[src/rtl/mult_div_unit.sv]
// ---------------------------------------------------------------------------
// mult_div_unit
//   Iterative HI/LO multiply/divide unit for MULT, MULTU, DIV and DIVU.
//   One operand bit is processed per clock.  A start accepted in IDLE is
//   followed by WIDTH iteration edges and one fix-up edge, which writes the
//   HI/LO registers and pulses done.  MTHI/MTLO writes are accepted while
//   the unit is idle.
//
//   Build option: define MULT_DIV_DIVIDE_EN to include the divider.  Without
//   it the unit is multiply-only: divide starts are ignored and div_zero is 0.
//
// Ports
//   clk      : clock, rising edge
//   reset    : synchronous, active-high
//   start    : request an operation (sampled only in IDLE)
//   op       : 00 MULT, 01 MULTU, 10 DIV, 11 DIVU
//   op_a     : rs value (multiplicand / dividend)
//   op_b     : ALU-source value (multiplier / divisor)
//   wr_hi    : MTHI strobe
//   wr_lo    : MTLO strobe
//   wr_data  : MTHI/MTLO data
//   busy     : operation in progress
//   done     : one-cycle pulse when HI/LO hold a new result
//   div_zero : sticky, last accepted divide had a zero divisor
//   hi, lo   : HI and LO registers
// ---------------------------------------------------------------------------
module mult_div_unit #(
    parameter int WIDTH = 32,
    parameter int CNT_W = 6
) (
    input  logic             clk,
    input  logic             reset,
    input  logic             start,
    input  logic [1:0]       op,
    input  logic [WIDTH-1:0] op_a,
    input  logic [WIDTH-1:0] op_b,
    input  logic             wr_hi,
    input  logic             wr_lo,
    input  logic [WIDTH-1:0] wr_data,
    output logic             busy,
    output logic             done,
    output logic             div_zero,
    output logic [WIDTH-1:0] hi,
    output logic [WIDTH-1:0] lo
);

    typedef enum logic [1:0] {
        S_IDLE = 2'd0,
        S_RUN  = 2'd1,
        S_FIN  = 2'd2
    } state_t;

    localparam logic [CNT_W-1:0] LAST_ITER = CNT_W'(WIDTH - 1);

    state_t                 r_state;
    state_t                 w_state_nxt;
    logic [CNT_W-1:0]       r_cnt;
    logic                   r_done;
    logic [WIDTH-1:0]       r_hi;
    logic [WIDTH-1:0]       r_lo;

    // Operand magnitudes; r_b shifts right during multiply, r_a shifts left
    // during divide, so the active bit is always at a fixed position.
    logic [WIDTH-1:0]       r_a;
    logic [WIDTH-1:0]       r_b;
    logic [2*WIDTH-1:0]     r_acc;
    logic                   r_neg_q;

    logic                   w_accept;
    logic signed [WIDTH-1:0] w_a_s;
    logic signed [WIDTH-1:0] w_b_s;
    logic                   w_a_neg;
    logic                   w_b_neg;
    logic [WIDTH-1:0]       w_a_mag;
    logic [WIDTH-1:0]       w_b_mag;
    logic [WIDTH:0]         w_mul_sum;
    logic [2*WIDTH-1:0]     w_mul_acc;
    logic [2*WIDTH-1:0]     w_prod;
    logic [WIDTH-1:0]       w_fin_hi;
    logic [WIDTH-1:0]       w_fin_lo;

`ifdef MULT_DIV_DIVIDE_EN
    logic                   r_is_div;
    logic                   r_neg_r;
    logic [WIDTH-1:0]       r_opa_raw;
    logic                   r_div_zero;
    logic [WIDTH:0]         w_div_shift;
    logic [WIDTH:0]         w_div_trial;
    logic [2*WIDTH-1:0]     w_div_acc;

    assign w_accept = start && (r_state == S_IDLE);
`else
    assign w_accept = start && (r_state == S_IDLE) && !op[1];
`endif

    // Signed ops (op[0]==0) work on magnitudes; signs are restored in FIN.
    assign w_a_s   = op_a;
    assign w_b_s   = op_b;
    assign w_a_neg = !op[0] && (w_a_s < 0);
    assign w_b_neg = !op[0] && (w_b_s < 0);
    assign w_a_mag = w_a_neg ? -op_a : op_a;
    assign w_b_mag = w_b_neg ? -op_b : op_b;

    // Shift-add step: add the multiplicand when the current multiplier bit
    // is set, then shift the accumulator right, keeping the carry.
    assign w_mul_sum = {1'b0, r_acc[2*WIDTH-1:WIDTH]} + {1'b0, (r_b[0] ? r_a : '0)};
    assign w_mul_acc = {w_mul_sum, r_acc[WIDTH-1:1]};

`ifdef MULT_DIV_DIVIDE_EN
    // Restoring step: the upper half holds the partial remainder, the lower
    // half collects quotient bits.  The remainder stays below the divisor,
    // so the shifted value fits WIDTH+1 bits and the trial fits WIDTH.
    assign w_div_shift = {r_acc[2*WIDTH-1:WIDTH], r_a[WIDTH-1]};
    assign w_div_trial = w_div_shift - {1'b0, r_b};
    assign w_div_acc   = !w_div_trial[WIDTH]
                       ? {w_div_trial[WIDTH-1:0], r_acc[WIDTH-2:0], 1'b1}
                       : {w_div_shift[WIDTH-1:0], r_acc[WIDTH-2:0], 1'b0};
`endif

    // Final sign fix-up and HI/LO selection.
    always_comb begin
        w_prod   = r_neg_q ? -r_acc : r_acc;
        w_fin_hi = w_prod[2*WIDTH-1:WIDTH];
        w_fin_lo = w_prod[WIDTH-1:0];
`ifdef MULT_DIV_DIVIDE_EN
        if (r_is_div) begin
            if (r_b == '0) begin
                w_fin_lo = '1;
                w_fin_hi = r_opa_raw;
            end else begin
                w_fin_lo = r_neg_q ? -r_acc[WIDTH-1:0] : r_acc[WIDTH-1:0];
                w_fin_hi = r_neg_r ? -r_acc[2*WIDTH-1:WIDTH] : r_acc[2*WIDTH-1:WIDTH];
            end
        end
`endif
    end

    // FSM state register
    always_ff @(posedge clk) begin
        if (reset) begin
            r_state <= S_IDLE;
        end else begin
            r_state <= w_state_nxt;
        end
    end

    always_comb begin
        w_state_nxt = r_state;
        case (r_state)
            S_IDLE:  if (w_accept) w_state_nxt = S_RUN;
            S_RUN:   if (r_cnt == LAST_ITER) w_state_nxt = S_FIN;
            S_FIN:   w_state_nxt = S_IDLE;
            default: w_state_nxt = S_IDLE;
        endcase
    end

    // Control and architectural registers
    always_ff @(posedge clk) begin
        if (reset) begin
            r_cnt  <= '0;
            r_done <= 1'b0;
            r_hi   <= '0;
            r_lo   <= '0;
`ifdef MULT_DIV_DIVIDE_EN
            r_div_zero <= 1'b0;
`endif
        end else begin
            r_done <= 1'b0;
            case (r_state)
                S_IDLE: begin
                    if (wr_hi) r_hi <= wr_data;
                    if (wr_lo) r_lo <= wr_data;
                    if (w_accept) begin
                        r_cnt <= '0;
`ifdef MULT_DIV_DIVIDE_EN
                        if (op[1]) r_div_zero <= (op_b == '0);
`endif
                    end
                end
                S_RUN: begin
                    r_cnt <= r_cnt + 1'b1;
                end
                S_FIN: begin
                    r_hi   <= w_fin_hi;
                    r_lo   <= w_fin_lo;
                    r_done <= 1'b1;
                end
                default: ;
            endcase
        end
    end

    // Operand and accumulator datapath
    always_ff @(posedge clk) begin
        case (r_state)
            S_IDLE: begin
                if (w_accept) begin
                    r_a     <= w_a_mag;
                    r_b     <= w_b_mag;
                    r_acc   <= '0;
                    r_neg_q <= w_a_neg ^ w_b_neg;
`ifdef MULT_DIV_DIVIDE_EN
                    r_is_div  <= op[1];
                    r_neg_r   <= w_a_neg;
                    r_opa_raw <= op_a;
`endif
                end
            end
            S_RUN: begin
`ifdef MULT_DIV_DIVIDE_EN
                if (r_is_div) begin
                    r_acc <= w_div_acc;
                    r_a   <= {r_a[WIDTH-2:0], 1'b0};
                end else begin
                    r_acc <= w_mul_acc;
                    r_b   <= {1'b0, r_b[WIDTH-1:1]};
                end
`else
                r_acc <= w_mul_acc;
                r_b   <= {1'b0, r_b[WIDTH-1:1]};
`endif
            end
            default: ;
        endcase
    end

    assign busy = (r_state != S_IDLE);
    assign done = r_done;
    assign hi   = r_hi;
    assign lo   = r_lo;
`ifdef MULT_DIV_DIVIDE_EN
    assign div_zero = r_div_zero;
`else
    assign div_zero = 1'b0;
`endif

endmodule
[config.mk]
export PLATFORM = sky130hd
export DESIGN_NAME = mult_div_unit
export DESIGN_NICKNAME = d
export VERILOG_FILES = /design/src/rtl/mult_div_unit.sv
export SDC_FILE = /design/constraint.sdc
export NUM_CORES = 1
export LEC_CHECK = 0
export ABC_AREA = 1
export BUFFER_PORTS_ARGS = -buffer_cell sky130_fd_sc_hd__clkbuf_2
export CAP_MARGIN = 20
export CELL_PAD_IN_SITES_DETAIL_PLACEMENT = 2
export CELL_PAD_IN_SITES_GLOBAL_PLACEMENT = 2
export CORE_MARGIN = 3
export CORE_UTILIZATION = 30
export CTS_BUF_LIST = sky130_fd_sc_hd__clkbuf_16
export DETAILED_ROUTE_END_ITERATION = 10
export PLACE_DENSITY_LB_ADDON = 0.1
export SLEW_MARGIN = 5
export SYNTH_ARGS = -nofsm -noshare
export SYNTH_HDL_FRONTEND = slang
export SYNTH_SLANG_ARGS = --single-unit
[constraint.sdc]
create_clock -name clk -period 5.55 [get_ports clk]
set_input_delay 0.555 -clock clk [delete_from_list [all_inputs] [get_ports clk]]
set_output_delay 0.555 -clock clk [all_outputs]
set_load 0.01 [all_outputs]
==> flow_metrics.env <==
export IMPL_status="complete, no violations"
export IMPL_holdBufCountCts=0
export IMPL_grt_ovfl_total=0
export IMPL_routed_wirelength_um=55700
export IMPL_fin_cells=2698
export IMPL_synthTopCellsByCount="nand2_1, nor2_1, a21oi_1"
export IMPL_synth_nets=2080
export IMPL_clock_fmax_mhz=334
export IMPL_gp_congestion=0.833
export IMPL_core_area_um2=44700
export IMPL_place_area_um2=15200
export IMPL_ant_nets=0
export IMPL_routedWlPerCell_um=20.7
export IMPL_synth_distinct_cells=50
export IMPL_busiest_layer="met2"
export IMPL_fillers=5390
export IMPL_synth_top_cell_area_share=0.283
export IMPL_clock_sinks=202
export IMPL_portBuffers=168
export IMPL_r2r_start="r_state[1]$_SDFFE_PP0P_"
export IMPL_route_detailed_drc=0
export IMPL_die_h_um=220
export IMPL_clock_latency_ns=0.56
export IMPL_multi_input_area_um2=7380
export IMPL_netlist_area_um2=13700
export IMPL_seq_area_um2=5340
export IMPL_drive_above_1_share=0.136
export IMPL_vdd_drop_max_mv=0.244
export IMPL_cp_data_arrival_time_ns=3.21
export IMPL_setup_viol=0
export IMPL_critPathKind="reg2reg"
export IMPL_clock_path_buffers=3
export IMPL_fin_crit_ns=2.99
export IMPL_dr_total_vias=13900
export IMPL_cts_resized=0
export IMPL_die_area_um2=48300
export IMPL_syn_area_per_cell_um2=7.07
export IMPL_synthCells=1940
export IMPL_rsz0062_at_grt="no"
export IMPL_boundaryPins=170
export IMPL_cts_tree="built"
export IMPL_finalSetupTns_ns=0
export IMPL_max_cap_violations=0
export IMPL_grt_max_degree=83
export IMPL_min_from="op_a[0]"
export IMPL_crit_fanout=71
export IMPL_hpwlAfterDp_um=43800
export IMPL_rows=77
export IMPL_required_ns=5.76
export IMPL_reg2reg_slack_ns=2.56
export IMPL_num_nets_final=2225
export IMPL_worstSetupEndpointType="flop"
export IMPL_worst_pin_slew_ns=1.03
export IMPL_power_mw=4.35
export IMPL_area_delta_synth_final_pct=16.6
export IMPL_finalHoldViolCount=0
export IMPL_post_cts_buffers=0
export IMPL_met2_usage=0.417
export IMPL_yosys_area_top_type="edfxtp_1"
export IMPL_track_usage=0.229
export IMPL_dp_cells=2647
export IMPL_cp_endpoint="r_acc[63]$_SDFFCE_PN0P_"
export IMPL_ys_ff_latch=202
export IMPL_cp_start_kind="flop"
export IMPL_p_per_area_nw_per_um2=272
export IMPL_ys_flop_type="edfxtp_1"
export IMPL_path_clk_slew_ns=0.06
export IMPL_synth_area_leaders="edfxtp_1, nand2_1, dfxtp_1, nor2_1, a21oi_1"
export IMPL_ys_async_sr_fraction=0
export IMPL_grt_use_met1=0.284
export IMPL_die_w_um=220
export IMPL_hold_class="in2reg"
export IMPL_slew_headroom=0.310
export IMPL_htree_levels=1
export IMPL_power_leakage_nw=6.95
export IMPL_antenna_found_initial=0
export IMPL_finalClockSkew_ns=0.0111
export IMPL_report_final_slew_viol_count=0
export IMPL_synth_edf_count=129
export IMPL_synth_most_common_cell="nand2_1"
export IMPL_first_iter_violations=642
export IMPL_grt_pass1_wl_um=86000
export IMPL_seq_area_frac_synth=0.389
export IMPL_rr_worst_depth=7
export IMPL_finish_instance_area_um2=16000
export IMPL_vias_per_cell=5.15
export IMPL_crit_start="r_state[1]$_SDFFE_PP0P_"
export IMPL_antenna_cells=0
export IMPL_drtPass1Iterations=4
export IMPL_start_util=0.307
export IMPL_cts_buffers=27
export IMPL_r2r_end="r_acc[63]$_SDFFCE_PN0P_"
export IMPL_grt_pass1_vias=14900
export IMPL_period_share=0.540
export IMPL_yosysWarnings=0
export IMPL_cts_root_buf="clkbuf_16"
export IMPL_grt_use_met3=0.0226
export IMPL_whs_ns=0.226
[state kept, by name, indices dropped and copies added (netlist names)]
| name | cells |
|---|---|
| done | 1 |
| r_acc | 64 |
| r_a | 32 |
| r_cnt | 6 |
| r_b | 32 |
| lo | 32 |
| r_state | 2 |
| hi | 32 |
| r_neg_q | 1 |
[kinds of logic after synthesis]
family | share of synthesized area
adders and majority gates | 0.0343
and+or+nand+nor | 0.318
DFF | 0.389
other | 0.000274
buffers and inverters | 0.0748
xor gates and xnor gates | 0.0294
AOI/OAI and AO/OA | 0.154
[cells in the final DEF, fill, tap and decap left out, types with 4 or more instances in the layout]
cell / n
nor2_1: 286
nor2_8: 4
o21ai_0: 170
nand4_1: 19
nand2_1: 431
o21a_1: 5
xnor2_1: 10
nand2_4: 6
nor2_4: 8
buf_4: 11
o21ai_2: 4
nor3_1: 20
nand2_2: 14
a21o_1: 5
inv_1: 199
inv_2: 7
dfxtp_1: 73
nand3b_1: 7
clkbuf_16: 27
a21oi_1: 198
nand3_1: 159
clkinv_1: 9
or2_2: 4
o21ai_1: 6
nor2_2: 7
ha_1: 36
edfxtp_1: 129
a21oi_2: 4
clkbuf_2: 168
xor2_1: 36
[where the power goes]
part | total [mW] | internal, mW | leakage [nW] | switching, mW
Clock | 1.61 | 0.921 | 0.424 | 0.694
Combinational | 0.873 | 0.269 | 4.67 | 0.603
Sequential | 1.86 | 1.75 | 1.85 | 0.109
[layer usage]
layer  routed length, um  vias to the layer above
met5                   0                        -
met4                1800                        0
met3                1430                       71
met2               28100                      195
met1               24400                     6886
li1                    -                     6739
[critical path, cell delays in order, from the launching register on]
cell and delay, ns:
dfxtp_1 0.39, nor2_1 0.14, inv_1 0.08, nor3_4 0.10, buf_4 0.42, nor2_1 0.21, inv_4 0.77, buf_4 0.48
[final cells by class]
class / count / area share
Clock buffer: 27 / 0.0423
Clock inverter: 23 / 0.00791
Inverter: 198 / 0.0467
Multi-Input combinational cell: 1475 / 0.462
Sequential cell: 202 / 0.334
Tap cell: 592 / 0.0463
Timing Repair Buffer: 181 / 0.0612
[per-stage QoR]
step | util | worst slack, ns
final | 0.358 | 2.56
after global routing | 0.358 | 2.25
after CTS | 0.357 | 2.20
after detailed placement | 0.339 | 2.24
after global placement | 0.338 | 2.36
after floorplan | - | 0.860
[worst min path at each step]
stage          slack (ns)  cells past startpoint                 endpoint
2_1_floorplan        0.44                      1  r_state[1]$_SDFFE_PP0P_
3_3_place_gp         0.47                      1    r_cnt[5]$_SDFFE_PP0P_
3_5_place_dp         0.48                      1  r_state[1]$_SDFFE_PP0P_
4_1_cts              0.20                      1         r_a[0]$_DFFE_PP_
5_1_grt              0.22                      1         r_a[0]$_DFFE_PP_
6_report             0.23                      1         r_a[0]$_DFFE_PP_
(Power assumes the default switching activity.)
